## config.mk

```make
export PLATFORM = sky130hd
export DESIGN_NAME = imem_loader
export DESIGN_NICKNAME = d
export VERILOG_FILES = /design/src/rtl/imem_loader.sv
export SDC_FILE = /design/constraint.sdc
export NUM_CORES = 1
export LEC_CHECK = 0
export ABC_AREA = 1
export BUFFER_PORTS_ARGS = -buffer_cell sky130_fd_sc_hd__buf_2
export CAP_MARGIN = 20
export CORE_ASPECT_RATIO = 2
export CORE_MARGIN = 3
export CORE_UTILIZATION = 60
export DETAILED_ROUTE_END_ITERATION = 8
export PLACE_DENSITY = 0.88
export SYNTH_ARGS = -nofsm -noshare
export SYNTH_HDL_FRONTEND = slang
export SYNTH_SLANG_ARGS = --single-unit
```

## constraint.sdc

```tcl
create_clock -name iClk -period 3.2 [get_ports iClk]
set_clock_uncertainty 0.05 [all_clocks]
set_input_delay 0.16 -clock iClk [delete_from_list [all_inputs] [get_ports iClk]]
set_output_delay 0.16 -clock iClk [all_outputs]
set_load 0.05 [all_outputs]
```

## src/rtl/imem_loader.sv

```systemverilog
// Boot loader: assembles a little-endian byte stream (length header, then words)
// into instruction-memory writes and holds the core in reset until loading ends.
module imem_loader #(
  parameter int          ADDR_WIDTH = 10,
  parameter logic [31:0] BASE_ADDR  = 32'h0000_0000
) (
  input  logic        iClk,
  input  logic        iRstN,
  input  logic        iByteValid,
  input  logic [7:0]  iByte,
  output logic        oByteReady,
  output logic        oWrEn,
  output logic [31:0] oWrAddr,
  output logic [31:0] oWrData,
  output logic        oCoreRstN,
  output logic        oDone,
  output logic        oError
);

  localparam logic [31:0]         DEPTH   = 32'(1) << ADDR_WIDTH;
  localparam logic [ADDR_WIDTH:0] IDX_ONE = (ADDR_WIDTH+1)'(1);

  typedef enum logic [2:0] {
    HDR   = 3'd0,
    DATA  = 3'd1,
    WRITE = 3'd2,
    DONE  = 3'd3,
    ERR   = 3'd4
  } state_t;

  state_t              state, next_state;
  logic [1:0]          byte_cnt;
  logic [31:0]         count;
  logic [31:0]         word;
  logic [31:0]         wr_addr;
  logic [31:0]         wr_data;
  logic [ADDR_WIDTH:0] idx;
  logic                byte_ready;
  logic                xfer;
  logic                last_byte;
  logic [31:0]         assembled;

  assign byte_ready = (state == HDR) || (state == DATA);
  assign xfer       = iByteValid && byte_ready;
  assign last_byte  = xfer && (byte_cnt == 2'd3);
  // Shift right so the first byte ends up in [7:0] after four transfers.
  assign assembled  = {iByte, word[31:8]};

  always_ff @(posedge iClk or negedge iRstN) begin
    if (!iRstN) state <= HDR;
    else        state <= next_state;
  end

  always_comb begin
    next_state = state;
    case (state)
      HDR: begin
        if (last_byte) begin
          if (assembled == 32'd0)       next_state = DONE;
          else if (assembled > DEPTH)   next_state = ERR;
          else                          next_state = DATA;
        end
      end
      DATA: begin
        if (last_byte) next_state = WRITE;
      end
      WRITE: begin
        next_state = ((32'(idx) + 32'd1) == count) ? DONE : DATA;
      end
      default: next_state = state;
    endcase
  end

  always_ff @(posedge iClk or negedge iRstN) begin
    if (!iRstN) begin
      byte_cnt <= 2'd0;
      count    <= 32'd0;
      word     <= 32'd0;
      wr_addr  <= 32'd0;
      wr_data  <= 32'd0;
      idx      <= '0;
    end else begin
      if (!byte_ready)  byte_cnt <= 2'd0;
      else if (xfer)    byte_cnt <= byte_cnt + 2'd1;
      if (xfer) word <= assembled;
      if (state == HDR && last_byte) count <= assembled;
      // Write data/address are captured once per word so they hold between writes.
      if (state == DATA && last_byte) begin
        wr_data <= assembled;
        wr_addr <= BASE_ADDR + (32'(idx) << 2);
      end
      if (state == WRITE) idx <= idx + IDX_ONE;
    end
  end

  assign oByteReady = byte_ready;
  assign oWrEn      = (state == WRITE);
  assign oWrAddr    = wr_addr;
  assign oWrData    = wr_data;
  assign oCoreRstN  = (state == DONE);
  assign oDone      = (state == DONE);
  assign oError     = (state == ERR);

endmodule

```

# ---- Word-level counts from Yosys, hierarchy flattened
# Cells that the tools add are included.
dict set report totals {
  wordCells 37
  in_bits 11
  out_inout_bits 69
  reg_bits 123
}
dict set report op_classes {
  n_addsub 3
  n_mux 8
  n_eq_ne 9
  order_cmp 1
  n_reduce_logical 9
}
# operator n
set ops {}
lappend ops {{$eq 12x32->1} 1}
lappend ops {{$gt 32x11->1 const B} 1}
lappend ops {{$logic_not 32->1} 1}
lappend ops {{$add 11x1->12 const B} 1}
lappend ops {{$mux 3} 4}
lappend ops {{$add 11x1->11 const B} 1}
lappend ops {{$pmux 3 s3} 1}
lappend ops {{$eq 3x2->1 const B} 2}
lappend ops {{$mux 2} 3}
lappend ops {{$logic_and 1x1->1} 4}
lappend ops {{$ne 2x2->1 const B} 2}
lappend ops {{$eq 3x1->1 const B} 1}
lappend ops {{$eq 3x3->1 const B} 1}
lappend ops {{$logic_not 3->1} 1}
lappend ops {{$reduce_and 3->1} 1}
lappend ops {{$reduce_bool 3->1} 1}
lappend ops {{$add 2x1->2 const B} 1}
lappend ops {{$eq 2x2->1 const B} 1}
lappend ops {{$ne 2x1->1 const B} 1}
lappend ops {{$logic_or 1x1->1} 1}

# ---- Logic depth before layout (Yosys ltp)
dict set report depth {
  word_depth 6
  mapped_depth 13
  mapped_depth_nobuf 13
}

# ---- Worst setup path after synthesis
# OpenSTA, ideal clock, no wires.
dict set report synth_path {
  path_type {reg2reg}
  startpoint {register state[0]}
  endpoint {register wr_addr[3] (netlist: oWrAddr[3])}
  arrival_time_ns 1.639
  setup_slack_ns 1.385
  synth_period_minus_slack_ns 1.815
  t_required_ns 3.025
  path_stages_with_launch 9
  setup_ns 0.125
  cell_sequence {dfrtp_1 -> nor2_4 -> nand2_1 -> nand2_2 -> nand2_4 -> nor2_8 -> nand2_4 -> buf_6 -> mux2_4}
}
dict set report synth_via {
  elab_chain_len 5
  elab_cells_between_ends 6
}
# element line_no
set synth_rtl {}
lappend synth_rtl {{from (decl)} 31} ;# state_t state, next_state;
lappend synth_rtl {{from (signal assigned)} 51} ;# else state <= next_state;
lappend synth_rtl {{$eq 3x1->1 or $logic_not 3->1 (tied branches)} 43} ;# assign byte_ready = (state == HDR) || (state == DATA);
lappend synth_rtl {{$logic_or 1x1->1 *} 43}
lappend synth_rtl {{net oByteReady} 11} ;# output logic oByteReady,
lappend synth_rtl {{$logic_and 1x1->1 *} 44} ;# assign xfer = iByteValid && byte_ready;
lappend synth_rtl {{$logic_and 1x1->1 *} 45} ;# assign last_byte = xfer && (byte_cnt == 2'd3);
lappend synth_rtl {{$logic_and 1x1->1 *} 88} ;# if (state == DATA && last_byte) begin
lappend synth_rtl {{to (signal assigned)} 90} ;# wr_addr <= BASE_ADDR + (32'(idx) << 2);
lappend synth_rtl {{to (decl)} 35} ;# logic [31:0] wr_addr;
# Mark *: on every way through the listed nets, which the timed path passes. The rest lies on a longest branch.
# A chain may end at the register's enable or synchronous reset.

# ---- Final worst setup path
dict set report layout_path {
  startpoint {register state[0]}
  endpoint {register count[14]}
}
dict set report layout_via {
  elab_chain_len 5
  elab_cells_between_ends 6
}
# element line_no
set layout_rtl {}
lappend layout_rtl {{$eq 3x1->1 or $logic_not 3->1 (tied branches)} {43, 86}}
lappend layout_rtl {{$logic_or 1x1->1} 43}
lappend layout_rtl {{$logic_and 1x1->1} 44}
lappend layout_rtl {{$logic_and 1x1->1} 45}
lappend layout_rtl {{$logic_and 1x1->1 *} 86} ;# if (state == HDR && last_byte) count <= assembled;
lappend layout_rtl {{to (signal assigned)} 86}
lappend layout_rtl {{to (decl)} 33} ;# logic [31:0] count;
# Mark *: on every way between the ends. The rest lies on a longest branch, timed or not.

==> flow_summary.yaml <==
clock_network:
  postCtsSetupBuffers: 0
  clock-sinks: 115
  path_clk_slew_ps: 50
  cts_resized: 0
  cts_max_level: 4
  cts_buffer_depth: 2
  clock-root-buffer: "clkbuf_16"
  cts_buffers: 17
  clock_latency_ps: 410
  tritoncts: "done"
setup_path:
  cp-endpoint: "count[14]"
  cp-start-kind: "register"
  crit_type: "reg -> reg"
  critical_path_arrival_ps: 2730
  regToRegSetupSlack_ps: 690
  cp_data_required_time_ps: 3420
  crit_start: "state[0]"
  r2r-start: "state[0]"
  r2r-end: "count[14]"
  cp_max_fo: 50
  reg2reg_depth: 9
  end_kind: "register"
power_and_ir_drop:
  power_leakage_nw: 3.05
  power_density_mw_per_mm2: 570
  ir_drop_mv: 0.438
global_route:
  gr-total-overflow: 0
  antenna_found_initial: 0
  grt_pass1_vias: 4252
  grt_pass1_wl_um: 19900
  grtUsageTotal_pct: 26.0
  grt_start_max_net_pins: 86
final_layout:
  fin_area_mm2: 0.00606
  drive_gt1_share_pct: 17.9
  nFillCells: 601
  areaGrowthSynthToFinish_pct: 15.0
  antenna_cells: 0
  final_common_cell: "nand2_1"
  final_cell_mix: "178 x nand2_1, 115 x dfrtp_1, 62 x o21ai_0, 58 x inv_1, 57 x buf_2"
  fin_nets: 667
place:
  hpwl_um: 8030
  gp_congestion: 0.846
  placedInstanceArea_mm2: 0.00544
  io_buffers: 58
  post-place-ws_ps: 751
sta:
  fin_crit_ps: 2510
  slew_headroom_pct: 48.7
  finalWorstSetupSlack_ps: 689
  setup_violations: 0
  timing_hold_violations_final: 0
  fin_crit_sh_pct: 78.5
  tightest_slew_ps: 769
  clock.fmax_ghz: 0.398
  final.setup.tns_ps: 0
  drv_slew: 0
  rsz0062_at_grt: "no"
logic_synthesis:
  synth.top_cell.area_share_pct: 54.7
  yosys-top-cells-area: "dfrtp_1 55%, nand2_1 13%, o21ai_0 5.9%"
  synth_top_area_cell: "dfrtp_1"
  syn_area_mm2: 0.00527
  synthDistinctLibCells: 31
  synth_edf_count: 0
  synth-seq-cells: 115
  ys_warn_count: 0
  synth.avg_cell_area_um2: 8.80
  synth_ff_type: "dfrtp_1"
  syn_inst: 598
  yosysSeqAreaShare_pct: 54.7
  async_flop_share_pct: 100
die:
  ios: 80
  die_w_um: 72.2
  core_mm2: 0.00841
  row_count: 47
  initial_core_util_pct: 62.6
  die_area_mm2: 0.0100
  die_h_um: 138
route:
  via_count: 4185
  firstDrtPassIters: 5
  viasPerCell: 5.48
  wl_um: 12100
  drt_iter0_drc: 296
  avgRoutedWirePerCell_um: 15.8
  ant_nets: 0
  drc: 0
job:
  maxCapViolCount: 0
status:
  outcome: "completed"
worst_hold_path:
  min_path_type: "in -> reg"
  min_from: "iByte[6]"
## what timing repair did
action / 4_1_cts / 5_1_grt
endpoints found under the hold margin: 46 / 0
endpoints found under the setup margin: 0 / 0
hold buffers: 1 / 0
## through the flow
step | hold WS, ps | std cells | total power [mW] | util [%]
4_1_cts | 14.1 | 764 | 3.47 | 72.0
5_1_grt | 21.7 | 764 | 3.54 | 72.0
2_1_floorplan | -186 | 618 | 1.56 | -
3_3_place_gp | 155 | 732 | 1.58 | 64.7
3_5_place_dp | 157 | 732 | 1.58 | 64.7
6_report | 21.7 | 764 | 3.45 | 72.0
## flip-flops by register name (all words and copies together), names as in the netlist
| signal | flops |
|---|---|
| count | 32 |
| oWrData | 32 |
| word | 24 |
| idx | 11 |
| oWrAddr | 11 |
| state | 3 |
| byte_cnt | 2 |
## per-layer routing
metal | share of wire, % | global-route usage, %
met1 | 34 | 26.1
met2 | 56 | 46.5
met3 | 4.4 | 6.03
met4 | 5.0 | 15.8
met5 | 0 | 0
## cell usage after synthesis (2+ instances only)
| cell type | instances |
|---|---|
| nand2_1 | 178 |
| dfrtp_1 | 115 |
| o21ai_0 | 62 |
| inv_1 | 58 |
| nor2_1 | 35 |
| o21ai_1 | 29 |
| buf_4 | 22 |
| o21ai_2 | 22 |
| nand3_1 | 20 |
| buf_6 | 12 |
| nand4_1 | 10 |
| clkbuf_1 | 6 |
| buf_2 | 4 |
| nand3b_1 | 3 |
| a21oi_1 | 2 |
| ha_1 | 2 |
| nand2_4 | 2 |
| nand3_2 | 2 |
| xor2_1 | 2 |
## layout make-up
class | instances | area (um^2) | share of cell area [%]
clock buffers | 28 | 537 | 8.86
clock inverters | 3 | 65.1 | 1.07
inverters | 58 | 218 | 3.60
multi-input cells | 400 | 1900 | 31.3
flip-flops and latches | 115 | 2880 | 47.5
well taps | 98 | 123 | 2.02
repair buffers | 62 | 338 | 5.58
## critical path, stage by stage (launching register included)
cell	delay, ps
dfrtp_1	460
nor2_4	170
nand2_1	80
nand2_2	130
nand2_4	270
nor2_8	220
nand3_2	300
buf_4	420
nand2_1	150
o21ai_2	80
## cells by family (layout without fill, tap and decap cells)
| family | count (synthesis) | in the layout | share of synthesized area (%) |
|---|---|---|---|
| buf+inv | 103 | 151 | 10.7 |
| mux | 1 | 1 | 0.285 |
| fa+ha+maj | 2 | 2 | 0.475 |
| compound gates | 117 | 117 | 12.8 |
| flops | 115 | 115 | 54.7 |
| xor+xnor | 2 | 2 | 0.333 |
| simple gates | 257 | 257 | 20.7 |
| other cells | 1 | 21 | 0.0712 |
## worst min-delay path by stage
stage / end / cells after the start
floorplan: byte_cnt[0] / 0
global placement: oWrAddr[11] / 1
detailed placement: idx[9] / 1
CTS: count[30] / 3
global route: count[30] / 3
finish: oWrData[30] / 3
## power by group
| group | internal, mW | switching [mW] |
|---|---|---|
| Sequential | 1.46 | 0 |
| Clock | 1.28 | 0.610 |
| Combinational | 0.00900 | 0.0917 |
(Power assumes the default switching activity.)
